[config.mk]
export PLATFORM = sky130hd
export DESIGN_NAME = axis_sadd_sched
export DESIGN_NICKNAME = d
export VERILOG_FILES = /design/src/rtl/sadd_pkg.sv /design/src/rtl/axis_sadd_sched_rr_arbiter.sv /design/src/rtl/axis_sadd_sched.sv
export SDC_FILE = /design/constraint.sdc
export NUM_CORES = 1
export LEC_CHECK = 0
export CAP_MARGIN = 15
export CELL_PAD_IN_SITES_DETAIL_PLACEMENT = 0
export CELL_PAD_IN_SITES_GLOBAL_PLACEMENT = 1
export CORE_UTILIZATION = 31
export CTS_CLUSTER_DIAMETER = 30
export CTS_CLUSTER_SIZE = 10
export DETAILED_ROUTE_END_ITERATION = 7
export PLACE_DENSITY_LB_ADDON = 0.1
export SLEW_MARGIN = 40
export SYNTH_ARGS = -nofsm -noshare
export SYNTH_HDL_FRONTEND = slang
export SYNTH_SLANG_ARGS = --single-unit
[constraint.sdc]
create_clock -name a_clk -period 6.3 [get_ports a_clk]
set_clock_uncertainty 0.2 [all_clocks]
set_input_delay 0.945 -clock a_clk [delete_from_list [all_inputs] [get_ports a_clk]]
set_output_delay 0.945 -clock a_clk [all_outputs]
set_load 0.02 [all_outputs]
[src/rtl/sadd_pkg.sv]
// Shared saturating-add constants and clamp helper, common to the scheduler
// and the standalone adder.
package sadd_pkg;

    localparam int DATA_WIDTH_DEFAULT = 32;

    localparam logic signed [DATA_WIDTH_DEFAULT:0]   POS_SAT_LIMIT_DEFAULT = 33'sd2147483647;
    localparam logic signed [DATA_WIDTH_DEFAULT:0]   NEG_SAT_LIMIT_DEFAULT = -33'sd2147483647;
    localparam logic signed [DATA_WIDTH_DEFAULT-1:0] POS_SAT_VALUE_DEFAULT = 32'sd2147483647;
    localparam logic signed [DATA_WIDTH_DEFAULT-1:0] NEG_SAT_VALUE_DEFAULT = -32'sd2147483647;

    typedef struct packed {
        logic [DATA_WIDTH_DEFAULT-1:0] value;
        logic                          clamped;
    } sat_result_t;

    // Symmetric clamp: -2^31 never leaves, so downstream negation is always safe.
    function automatic sat_result_t sat_clamp(input logic signed [DATA_WIDTH_DEFAULT:0] sum);
        sat_result_t r;
        r.clamped = 1'b1;
        if (sum > POS_SAT_LIMIT_DEFAULT)
            r.value = POS_SAT_VALUE_DEFAULT;
        else if (sum < NEG_SAT_LIMIT_DEFAULT)
            r.value = NEG_SAT_VALUE_DEFAULT;
        else begin
            r.value   = sum[DATA_WIDTH_DEFAULT-1:0];
            r.clamped = 1'b0;
        end
        return r;
    endfunction

endpackage

[src/rtl/axis_sadd_sched_rr_arbiter.sv]
// Round-robin arbiter: combinational one-hot grant starting at a registered
// pointer; pointer moves past the winner on every grant.
module rr_arbiter #(
    parameter int NCH       = 4,
    parameter int CID_WIDTH = 2
) (
    input  logic                 a_clk,
    input  logic                 a_rst,
    input  logic [NCH-1:0]       req,
    input  logic                 en,
    output logic [NCH-1:0]       grant,
    output logic [CID_WIDTH-1:0] gid,
    output logic                 gvalid
);

    logic [CID_WIDTH-1:0] ptr;

    function automatic int wrap(input int v);
        return (v >= NCH) ? v - NCH : v;
    endfunction

    // Scan farthest-first so the nearest requester after ptr overwrites last.
    always_comb begin
        grant  = '0;
        gid    = '0;
        gvalid = 1'b0;
        if (en) begin
            for (int k = NCH - 1; k >= 0; k--) begin
                if (req[wrap(int'(ptr) + k)]) begin
                    grant                        = '0;
                    grant[wrap(int'(ptr) + k)]   = 1'b1;
                    gid                          = CID_WIDTH'(wrap(int'(ptr) + k));
                    gvalid                       = 1'b1;
                end
            end
        end
    end

    always_ff @(posedge a_clk) begin
        if (a_rst)
            ptr <= '0;
        else if (gvalid)
            ptr <= (int'(gid) == NCH - 1) ? '0 : gid + CID_WIDTH'(1);
    end

endmodule

[src/rtl/axis_sadd_sched.sv]
// Time-shares one 2-stage saturating adder among NCH AXI-Stream requesters,
// tagging each result with its channel id and tracking saturation events.
module axis_sadd_sched
    import sadd_pkg::*;
#(
    parameter int NCH        = 4,
    parameter int DATA_WIDTH = DATA_WIDTH_DEFAULT,
    parameter int CID_WIDTH  = 2,
    parameter logic signed [DATA_WIDTH:0]   POS_SATURATION_LIMIT = POS_SAT_LIMIT_DEFAULT,
    parameter logic signed [DATA_WIDTH:0]   NEG_SATURATION_LIMIT = NEG_SAT_LIMIT_DEFAULT,
    parameter logic signed [DATA_WIDTH-1:0] POS_SATURATION_VALUE = POS_SAT_VALUE_DEFAULT,
    parameter logic signed [DATA_WIDTH-1:0] NEG_SATURATION_VALUE = NEG_SAT_VALUE_DEFAULT
) (
    input  logic                      a_clk,
    input  logic                      a_rst,
    input  logic [NCH*2*DATA_WIDTH-1:0] S_AXIS_REQ_tdata,
    input  logic [NCH-1:0]            S_AXIS_REQ_tvalid,
    output logic [NCH-1:0]            S_AXIS_REQ_tready,
    output logic [DATA_WIDTH-1:0]     M_AXIS_SUM_tdata,
    output logic [CID_WIDTH-1:0]      M_AXIS_SUM_tuser,
    output logic                      M_AXIS_SUM_tvalid,
    input  logic                      M_AXIS_SUM_tready,
    output logic [NCH-1:0]            sat_flags,
    input  logic                      sat_clear,
    output logic [15:0]               sat_count
);

    logic                         adv;
    logic [NCH-1:0]               grant;
    logic [CID_WIDTH-1:0]         gid;
    logic                         gvalid;
    logic [DATA_WIDTH-1:0]        a_sel;
    logic [DATA_WIDTH-1:0]        b_sel;
    logic signed [DATA_WIDTH:0]   s1_sum;
    logic [CID_WIDTH-1:0]         s1_id;
    logic                         s1_v;
    logic                         pos_sat;
    logic                         neg_sat;
    logic                         sat_event;

    assign adv = !M_AXIS_SUM_tvalid || M_AXIS_SUM_tready;

    rr_arbiter #(
        .NCH       (NCH),
        .CID_WIDTH (CID_WIDTH)
    ) u_arb (
        .a_clk  (a_clk),
        .a_rst  (a_rst),
        .req    (S_AXIS_REQ_tvalid),
        .en     (adv && !a_rst),
        .grant  (grant),
        .gid    (gid),
        .gvalid (gvalid)
    );

    assign S_AXIS_REQ_tready = grant;

    always_comb begin
        a_sel = S_AXIS_REQ_tdata[int'(gid)*2*DATA_WIDTH +: DATA_WIDTH];
        b_sel = S_AXIS_REQ_tdata[int'(gid)*2*DATA_WIDTH + DATA_WIDTH +: DATA_WIDTH];
    end

    assign pos_sat   = s1_sum > POS_SATURATION_LIMIT;
    assign neg_sat   = s1_sum < NEG_SATURATION_LIMIT;
    assign sat_event = adv && s1_v && (pos_sat || neg_sat);

    always_ff @(posedge a_clk) begin
        if (a_rst) begin
            s1_sum            <= '0;
            s1_id             <= '0;
            s1_v              <= 1'b0;
            M_AXIS_SUM_tvalid <= 1'b0;
            M_AXIS_SUM_tdata  <= '0;
            M_AXIS_SUM_tuser  <= '0;
        end else if (adv) begin
            s1_sum            <= {a_sel[DATA_WIDTH-1], a_sel} + {b_sel[DATA_WIDTH-1], b_sel};
            s1_id             <= gid;
            s1_v              <= gvalid;
            M_AXIS_SUM_tvalid <= s1_v;
            M_AXIS_SUM_tuser  <= s1_id;
            if (pos_sat)
                M_AXIS_SUM_tdata <= POS_SATURATION_VALUE;
            else if (neg_sat)
                M_AXIS_SUM_tdata <= NEG_SATURATION_VALUE;
            else
                M_AXIS_SUM_tdata <= s1_sum[DATA_WIDTH-1:0];
        end
    end

    // A fresh event wins over a same-cycle clear.
    always_ff @(posedge a_clk) begin
        if (a_rst) begin
            sat_flags <= '0;
            sat_count <= '0;
        end else begin
            if (sat_clear)
                sat_flags <= '0;
            if (sat_event) begin
                sat_flags[s1_id] <= 1'b1;
                if (sat_count != 16'hFFFF)
                    sat_count <= sat_count + 16'd1;
            end
        end
    end

endmodule

==> flow_summary.toml <==
[status]
status = "finished clean"

[grt]
grt_pass1_vias = 8344
antenna_found_initial = 1
grt_max_degree = 67
grtUsageTotal_pct = 22.3
grt_overflow_total = 0
grt_first_pass_wirelength_um = 46000

[power]
p_total_mw = 3.60
power_density_nw_per_um2 = 304
worst_ir_drop_vdd_mv = 0.166
leakagePower_nw = 4.42

[timing]
hold_ws_ns = 0.255
fmaxAchievable_mhz = 170
post-route-min-period_ns = 5.87
max-slew-margin-rel_pct = 55.2
drv_slew = 0
period_share_pct = 93.2
finalWorstSetupSlack_ns = 0.431
rsz0062_at_grt = "no"
tightest_slew_ns = 0.670
hold_viol_final = 0
setup_tns_ns = 0
setup-violations-final = 0

[routing]
vias_per_cell = 5.23
wl_um = 30200
post-route-drc-count = 0
wire_per_inst_um = 17.6
drt_first_pass_iters = 5
postRouteAntennaNets = 0
via_count = 8964
drtIter0Drc = 495

[synthesis]
yosysSeqAreaShare_pct = 23.4
async_reset_ff_share_pct = 0
synth_edf_count = 0
syn_nets = 1397
netlist_area_um2 = 7950
yosysUniqueCellTypes = 59
syn_area_per_cell_um2 = 7.29
ys_ff_latch = 93
yosysWarnings = 0
synth_area_leader_cell = "dfxtp_1"
syn_inst = 1091
ys_top_cells_by_count = "194 x nand2_1, 93 x dfxtp_1, 86 x a21oi_1, 84 x nor2_1, 69 x a31oi_1"
yosysTopAreaCellShare_pct = 23.4
synth_most_common_cell = "nand2_1"
synth_flop_cell = "dfxtp_1"
synthTopCellsByArea = "dfxtp_1 23%, nand2_1 9.2%, a211oi_2 8.8%"

[die]
ioPinCount = 323
fp.dieArea_um2 = 26300
initial_utilization_pct = 31.6
design.core.area_um2 = 25200
die_x_um = 162
std_cell_rows = 58
die_h_um = 162

[min_path]
hold_path_class = "flop to flop"

[clock_network]
clockBufferDepth = 2
cts_buffers = 9
htreeDepth = 3
post_cts_buffers = 0
cts_sinks = 93
clockRootBuffer = "clkbuf_16"
postCtsHoldBufs = 0
tritoncts = "yes"
path_clk_slew_ns = 0.06
clk_latency_ns = 0.34

[worst_setup_path]
crit_chain = "clkdlybuf4s50_1, mux4_2, a21boi_1, o21bai_1, a221oi_4, nand2_4, buf_12, a211oi_2, a31oi_1, fa_1, a211oi_1, nor2_1, o2111ai_1, a31oi_1, a311oi_1, o21ai_0, a21oi_1"
crit_required_ns = 6.37
crit_path_frequent_cell = "a31oi_1"
slowest_stage = "mux4_2"
worstSetupStartpointType = "input pin"
crit_path_end_kind = "flop"
critical_path_class = "input pin to flop"
worstPathArrival_ns = 5.94
cpPeakStageDelay_ns = 0.59
worstPathMaxFanout = 37

[placed_design]
gp_congestion = 0.871
hpwl_um = 24200
dp_cells = 1697
dp_slack_ns = 0.0713
io_buffers = 322

[cells_and_area]
fin_nets = 1685
fin_cells = 1715
syn_to_final_growth_pct = 49.2
fill_cells = 2568
drive_gt1_share_pct = 8.89

[run]
drv_cap = 0
==> registers in the layout (all words and copies together) (netlist names) <==
register           flops
M_AXIS_SUM_tdata      32
u_arb.ptr              2
s1_sum                33
sat_flags              4
M_AXIS_SUM_tvalid      1
M_AXIS_SUM_tuser       2
s1_v                   1
sat_count             16
s1_id                  2
==> critical path, delay by kind of cell <==
kind | cells | cell delay (ns)
compound gates | 11 | 2.65
buf+inv | 2 | 0.78
mux | 1 | 0.59
fa+ha+maj | 1 | 0.51
simple gates | 2 | 0.43
==> per-layer routing <==
layer	track usage, %	vias up	share of wire (%)
met2	36.4	289	46
met4	5.66	0	1.8
li1	-	4560	-
met5	0	-	0
met1	30.3	4085	46
met3	3.68	30	5.8
==> report_power, final <==
| group | switching, mW | internal [mW] |
|---|---|---|
| registers | 0.149 | 0.766 |
| logic | 1.20 | 0.951 |
| clock network | 0.218 | 0.317 |
| total | 1.57 | 2.03 |
==> final timing paths <==
check / startpoint / end / slack [ns] / cells past startpoint
worst min register to register: M_AXIS_SUM_tuser[0] / M_AXIS_SUM_tuser[0] / 0.26 / 2
worst min-delay path: M_AXIS_SUM_tuser[0] / M_AXIS_SUM_tuser[0] / 0.26 / 2
worst max register to register: u_arb.ptr[0] / s1_sum[32] / 0.57 / 18
worst max-delay path: S_AXIS_REQ_tvalid[2] / s1_sum[32] / 0.43 / 17
==> per-stage QoR <==
step | util (%) | instance area (µm²)
after CTS | 47.0 | 11800
after global placement | 45.8 | 11500
after detailed placement | 45.8 | 11500
final | 47.1 | 11900
after floorplan | - | 7950
after global routing | 47.1 | 11900
==> what timing repair did <==
action	in CTS	in global routing
endpoints found under the hold margin	0	0
resized for setup	0	2
endpoints found under the setup margin	0	1
==> cell families after synthesis <==
logic type / after synthesis / synth area share [%]
DFF: 93 / 23.4
buffers and inverters: 98 / 5.52
muxes: 13 / 2.16
and+or+nand+nor: 457 / 26.7
adders and majority gates: 42 / 6.70
xor gates and xnor gates: 22 / 2.42
AOI/OAI and AO/OA: 366 / 33.0
==> cells in the final DEF (no fill, tap or decap), types with 4 or more instances in the layout <==
cell type	Yosys	layout
xor2_1	7	7
nor2_1	84	84
or2_2	4	4
ha_1	41	41
a211oi_2	56	56
clkdlybuf4s50_1	0	321
inv_1	21	21
nor2b_1	5	4
a311oi_1	4	4
xnor2_1	15	15
a21boi_0	6	6
o211ai_1	6	6
nor3_1	19	19
a31oi_1	69	69
buf_12	0	4
dfxtp_1	93	93
a21oi_1	86	86
o2111ai_1	4	4
a21o_1	9	9
a221oi_1	5	5
nand2_1	194	192
mux2i_1	7	7
or3_1	9	9
and3_1	8	8
nand3_1	28	28
nand4_1	11	11
nor4_1	9	8
nand2b_1	6	5
o21ai_0	66	65
o21a_1	8	8
clkbuf_16	0	9
a211o_1	6	6
and2_1	68	68
a211oi_1	16	16
buf_4	0	27
==> layout make-up <==
class / count / area [µm²] / area share, %
Antenna cell: 1 / 2.50 / 0.0211
Sequential cell: 93 / 1860 / 15.7
Clock buffer: 12 / 246 / 2.08
Inverter: 21 / 78.8 / 0.665
Tap cell: 330 / 413 / 3.48
Multi-Input combinational cell: 901 / 5710 / 48.1
Clock inverter: 4 / 47.5 / 0.401
Timing Repair Buffer: 353 / 3500 / 29.5
(Power assumes the default switching activity.)
==> RTL edit 1: new RTL, same settings <==
Put one more register stage on the output `sat_count`. The value now appears one clock later. The other outputs are not delayed to match.
--- a/src/rtl/axis_sadd_sched.sv
+++ b/src/rtl/axis_sadd_sched.sv
@@ -24,6 +24,8 @@
     input  logic                      sat_clear,
     output logic [15:0]               sat_count
 );
+
+    logic [15:0] sat_count_s0;
 
     logic                         adv;
     logic [NCH-1:0]               grant;
@@ -91,17 +93,21 @@
     always_ff @(posedge a_clk) begin
         if (a_rst) begin
             sat_flags <= '0;
-            sat_count <= '0;
+            sat_count_s0 <= '0;
         end else begin
             if (sat_clear)
                 sat_flags <= '0;
             if (sat_event) begin
                 sat_flags[s1_id] <= 1'b1;
-                if (sat_count != 16'hFFFF)
-                    sat_count <= sat_count + 16'd1;
+                if (sat_count_s0 != 16'hFFFF)
+                    sat_count_s0 <= sat_count_s0 + 16'd1;
             end
         end
     end
 
+    always_ff @(posedge a_clk) begin
+        sat_count <= sat_count_s0;
+    end
+
 endmodule
 
Check against the original RTL: not equivalent (a bounded check fails within 4 cycles, from zero or initial values and one cycle with a_rst high).
==> RTL edit 1 against the unedited design <==
- routed wire length fell by 11%
- synthesized area down 5.4%
- highest routed layer unchanged
- sequential cell count up 16
- largest power group unchanged
- power is 42% higher
- non-clock buffer count up 18
- clock power fell by 2%
- worst setup slack worse by 0.060 ns
- sequential power grew 11%
- register-to-register slack improved by 0.26 ns
- design area decreased by 2.5%
==> RTL edit 1: results (changes against the unedited design) <==
Status
  – Outcome: finished clean (unchanged)

Placement
  – HPWL Detailed: 22300 µm (was 24200 µm)
  – Inst Count DP: 1439 (was 1697)
  – Gp weighted congestion: 0.923 (was 0.871)

Power
  – Max IR drop VDD: 157 µV (was 166 µV)
  – Static Leak: 0.00454 µW (was 0.00442 µW)

Cells and area
  – Leading registers by flop count: s1_sum (33), M_AXIS_SUM_tdata (32) (was s1_sum (33), M_AXIS_SUM_tdata (32), sat_count (16))
  – Layout cells sized above 1: 12.9% (was 8.89%)

Global routing
  – Vias in the first global route: 7338 (was 8344)
  – Met2 Use GR: 37.1% (was 36.4%)
  – Tot GR Track Use: 21.6% (was 22.3%)
  – Initial antenna violation count: 6 (was 1)
  – Largest net degree at the start of global routing: 84 (was 67)
  – First-pass GRT wire length: 40900 µm (was 46000 µm)
  – M3 GR Usage: 3.89% (was 3.68%)
  – Met1 global-route usage: 27.9% (was 30.3%)

Drt
  – M1 WL: 11700 µm (was 13900 µm)
  – Vias per inst: 5.02 (was 5.23)
  – Drt wl/cell: 18.3 µm (was 17.6 µm)
  – DRT Wirelength: 26800 µm (was 30200 µm)
  – DR iter-0 viols: 371 (was 495)
  – Initial DRT Pass Iterations: 4 (was 5)
  – WL met2: 13200 µm (was 14000 µm)
  – Met3 routed wirelength: 1610 µm (was 1750 µm)

Synth
  – Syn_area_per_cell: 9.40 µm² (was 7.29 µm²)
  – Commonest cells in the netlist: 109 x dfxtp_1, 84 x a21oi_1, 80 x nand2_1 (was 194 x nand2_1, 93 x dfxtp_1, 86 x a21oi_1)
  – Netlist cell types: 61 (was 59)
  – Post-synth net total: 1106 (was 1397)
  – Register area share after synthesis: 29.0% (was 23.4%)
  – Ranking of synthesized cells by area: dfxtp_1 29%, mux4_2 20%, ha_1 6.8%, a21oi_1 5.6%, nand2_1 4.0% (was dfxtp_1 23%, nand2_1 9.2%, a211oi_2 8.8%, ha_1 6.5%, a31oi_1 5.4%)

Worst setup path
  – Critical path fanouts, max: 7 (was 37)

STA
  – Worst slew pin tran: 0.685 ns (was 0.670 ns)

CTS
  – Longest Clk Path Bufs: 2 (unchanged)
[RTL edit 1: changes by cell type in the layout (fill, tap and decap cells not counted), moves of 10 or more]
cell      delta
nor3_1      +21
mux4_2      +64
and2_1      -65
xor2_1      +11
a211oi_2    -56
a211oi_1    -10
buf_4       +20
o21ai_0     -40
nand2_1    -114
a31oi_1     -66
nand3_1     -15
dfxtp_1     +16
[RTL edit 1: worst paths after layout]
check,startpoint,end,slack (ns),cells past startpoint
setup reg to reg,u_arb.ptr[1]$_SDFFE_PP0P_,s1_sum[28]$_SDFFE_PP0N_,0.83,19
setup / recovery,S_AXIS_REQ_tvalid[1],s1_sum[28]$_SDFFE_PP0N_,0.37,17
hold reg to reg,sat_count_s0[10]$_SDFFE_PP0P_,sat_count[10]$_DFF_P_,0.18,0
hold / removal,sat_count_s0[10]$_SDFFE_PP0P_,sat_count[10]$_DFF_P_,0.18,0
[RTL edit 1: where the power goes]
part / internal (µW) / switching [µW]
clock network: 270 / 255
logic: 1750 / 1830
registers: 872 / 134
[RTL edit 1: per-stage QoR]
stage               utilization, %  TNS [ns]  setup WS, ns  cell area, µm²  hold WS (ns)
finish                        49.0         0         0.371           11600         0.182
global route                  49.0         0        0.0526           11600         0.192
CTS                           48.9         0         0.262           11500         0.183
detailed placement            47.7    -0.162       -0.0822           11300         0.172
global placement              47.6         0        0.0346           11200         0.170
floorplan                        -         0         0.784            7520         0.158
[RTL edit 1: cell type report]
cell class	count	area [µm²]
tap	319	399
multi-input combinational	620	5020
fill	2306	12000
clock buffer	9	225
timing repair buffer	371	3600
antenna	4	10.0
inverter	20	75.1
sequential	109	2180
clock inverter	7	51.3
[RTL edit 1: worst max-delay path, cell delays in order]
cell and delay [ns]:
clkdlybuf4s50_1 0.49, mux4_2 0.57, nor2b_1 0.16, o21ai_0 0.14, o31a_1 0.20, nand2b_4 0.22
mux4_2 0.52, ha_1 0.24, fa_1 0.39, a21oi_1 0.21, o21ai_0 0.24, a2111oi_4 0.44
o21ai_0 0.23, a211o_1 0.35, a21oi_1 0.27, mux2i_1 0.25, nand3_1 0.09
[RTL edit 1: timing repair]
item / 4_1_cts / 5_1_grt
hold buffers: 0 / 0
resized for setup: 0 / 1
setup endpoints to repair: 0 / 4
setup buffers: 0 / 0
[RTL edit 1: cell families after synthesis]
| kind of cell | count (synthesis) | share of synthesized area [%] |
|---|---|---|
| AND/OR/NAND/NOR | 280 | 17.7 |
| XOR/XNOR | 35 | 4.08 |
| buffers and inverters | 71 | 5.06 |
| flip-flops | 109 | 29.0 |
| adder cells (fa/ha/maj) | 42 | 7.09 |
| multiplexers | 77 | 21.6 |
| AO/OA/AOI/OAI | 186 | 15.5 |
==> RTL edit 2: new RTL, same settings <==
Without the edit above. `CID_WIDTH` is set to 2 in 2 places; all go to 4.
--- a/src/rtl/axis_sadd_sched_rr_arbiter.sv
+++ b/src/rtl/axis_sadd_sched_rr_arbiter.sv
@@ -2,7 +2,7 @@
 // pointer; pointer moves past the winner on every grant.
 module rr_arbiter #(
     parameter int NCH       = 4,
-    parameter int CID_WIDTH = 2
+    parameter int CID_WIDTH = 4
 ) (
     input  logic                 a_clk,
     input  logic                 a_rst,
--- a/src/rtl/axis_sadd_sched.sv
+++ b/src/rtl/axis_sadd_sched.sv
@@ -5,7 +5,7 @@
 #(
     parameter int NCH        = 4,
     parameter int DATA_WIDTH = DATA_WIDTH_DEFAULT,
-    parameter int CID_WIDTH  = 2,
+    parameter int CID_WIDTH  = 4,
     parameter logic signed [DATA_WIDTH:0]   POS_SATURATION_LIMIT = POS_SAT_LIMIT_DEFAULT,
     parameter logic signed [DATA_WIDTH:0]   NEG_SATURATION_LIMIT = NEG_SAT_LIMIT_DEFAULT,
     parameter logic signed [DATA_WIDTH-1:0] POS_SATURATION_VALUE = POS_SAT_VALUE_DEFAULT,
Interface: changed (resized M_AXIS_SUM_tuser); port bits go from 323 to 325. No check against the original RTL was run, so the function may have changed too.
==> RTL edit 2 against the unedited design <==
- the run now ends with design-rule violations left
- sequential cell count is 6 higher
- synthesized cell count fell by 14%
- routed wire length grew 2.5%
- design area increased by 4.0%
- worst setup slack worse by 0.018 ns
- synthesized area rose by 4.3%
- via count is 7.5% lower
- die area up 4.2%
- global-route usage is 0.21 points higher
- fmax decreased by 0.31%
- utilization rose by 0.11 points
- critical endpoint is now s1_sum[20]$_SDFFE_PP0N_
- largest cell class unchanged
Power is not compared: it rests on default switching activity, and its combinational part moved more than twofold at a synthesized area within 25%.
==> RTL edit 2: results (changes against the unedited design) <==
Status
  – Failing checks: design-rule violations
  – Outcome: complete, but fails checks (was finished clean)

Drt
  – Drc violations: 20 (was 0)
  – DR iter-0 viols: 472 (was 495)
  – Drt wl/cell: 19.4 µm (was 17.6 µm)
  – Vias per inst: 5.19 (was 5.23)
  – WL met2: 14600 µm (was 14000 µm)
  – M1 WL: 14400 µm (was 13900 µm)

Worst setup path
  – R2R Path End: s1_sum[20]$_SDFFE_PP0N_ (was s1_sum[32]$_SDFFE_PP0N_)
  – Max stage delay cell, worst path: mux4_1 (was mux4_2)
  – Critical path fanouts, max: 4 (was 37)
  – Reg2Reg Setup Slack: 0.45 ns (was 0.57 ns)
  – FF-to-FF path depth: 19 (was 18)

Synth
  – Post-synth net total: 1251 (was 1397)
  – Register area share after synthesis: 23.9% (was 23.4%)
  – Ranking of synthesized cells by area: dfxtp_1 24%, mux4_2 17%, ha_1 6.9%, a21oi_1 5.9%, nand2_1 4.1% (was dfxtp_1 23%, nand2_1 9.2%, a211oi_2 8.8%, ha_1 6.5%, a31oi_1 5.4%)
  – Commonest cells in the netlist: 99 x dfxtp_1, 98 x a21oi_1, 91 x nand2_1 (was 194 x nand2_1, 93 x dfxtp_1, 86 x a21oi_1)

Global routing
  – Vias in the first global route: 8052 (was 8344)
  – Met1 global-route usage: 31.6% (was 30.3%)
  – First-pass GRT wire length: 46700 µm (was 46000 µm)
  – Initial antenna violation count: 2 (was 1)

Cells and area
  – Fill cells: 2576 (was 2568)
  – Layout Utilization: 47.2% (was 47.1%)
  – Nets@finish: 1567 (was 1685)
  – Layout cells sized above 1: 11.5% (was 8.89%)

Floorplanning
  – Rows: 59 (was 58)

Placement
  – HPWL Detailed: 25800 µm (was 24200 µm)
  – Gp weighted congestion: 0.922 (was 0.871)

Hold path
  – Worst hold endpoint: s1_v$_SDFFE_PP0N_ (was M_AXIS_SUM_tuser[0]$_SDFFE_PP0N_)
  – Worst hold start: s1_v$_SDFFE_PP0N_ (was M_AXIS_SUM_tuser[0]$_SDFFE_PP0N_)
[RTL edit 2: cell count changes in the layout (fill, tap and decap cells not counted), moves of 12 or more]
cell / before / now
nor2b_1: 4 / 40
a31oi_1: 69 / 9
a211oi_2: 56 / 0
and2_1: 68 / 5
mux4_2: 3 / 62
a21oi_1: 86 / 98
o21ai_0: 65 / 44
xor2_1: 7 / 22
and2b_1: 0 / 27
nand2_1: 192 / 89
buf_4: 27 / 39
[RTL edit 2: worst max path at each step]
| stage | start | endpoint | slack, ns |
|---|---|---|---|
| 3_5_place_dp | S_AXIS_REQ_tvalid[2] | s1_sum[20]$_SDFFE_PP0N_ | 0.08 |
| 2_1_floorplan | S_AXIS_REQ_tvalid[1] | s1_sum[20]$_SDFFE_PP0N_ | 0.73 |
| 4_1_cts | S_AXIS_REQ_tvalid[2] | s1_sum[20]$_SDFFE_PP0N_ | 0.46 |
| 5_1_grt | u_arb.ptr[0]$_SDFFE_PP0P_ | s1_sum[20]$_SDFFE_PP0N_ | 0.09 |
| 3_3_place_gp | S_AXIS_REQ_tvalid[2] | s1_sum[20]$_SDFFE_PP0N_ | 0.22 |
| 6_report | S_AXIS_REQ_tvalid[2] | s1_sum[20]$_SDFFE_PP0N_ | 0.41 |
[RTL edit 2: final cells by class]
| type | count | share of cell area, % |
|---|---|---|
| Antenna cell | 2 | 0.0406 |
| Inverter | 17 | 0.517 |
| Timing Repair Buffer | 368 | 29.4 |
| Clock buffer | 11 | 2.05 |
| Clock inverter | 5 | 0.548 |
| Sequential cell | 99 | 16.1 |
| Tap cell | 335 | 3.40 |
| Multi-Input combinational cell | 761 | 48.0 |
[RTL edit 2: worst max-delay path: cells and delay by family]
family | cells | cell delay [ns]
compound gates | 8 | 2.15
fa+ha+maj | 2 | 0.65
buf+inv | 1 | 0.44
mux | 2 | 1.07
simple gates | 5 | 0.67
[RTL edit 2: cells by family after synthesis]
| family | after synthesis | synth area share [%] |
|---|---|---|
| flip-flops | 99 | 23.9 |
| adder cells (fa/ha/maj) | 47 | 7.18 |
| multiplexers | 79 | 20.1 |
| AO/OA/AOI/OAI | 231 | 17.0 |
| buffers and inverters | 80 | 4.94 |
| AND/OR/NAND/NOR | 364 | 22.6 |
| XOR/XNOR | 40 | 4.23 |
[RTL edit 2: power groups by stage]
stage	registers (µW)	logic [µW]	clock network (µW)
finish	987	4680	593
detailed placement	1000	4660	0
floorplan	1030	3180	0
global placement	997	4660	0
CTS	986	4680	613
global route	1010	5180	636
[RTL edit 2: metrics by stage]
step                std cells  worst slack [ns]  hold WS, ns  cell area [µm²]
global route             1598            0.0917        0.269            12300
finish                   1598             0.413        0.259            12300
floorplan                 940             0.731        0.236             8290
global placement         1580             0.219        0.240            12000
detailed placement       1580            0.0796        0.253            12000
CTS                      1596             0.459        0.264            12300
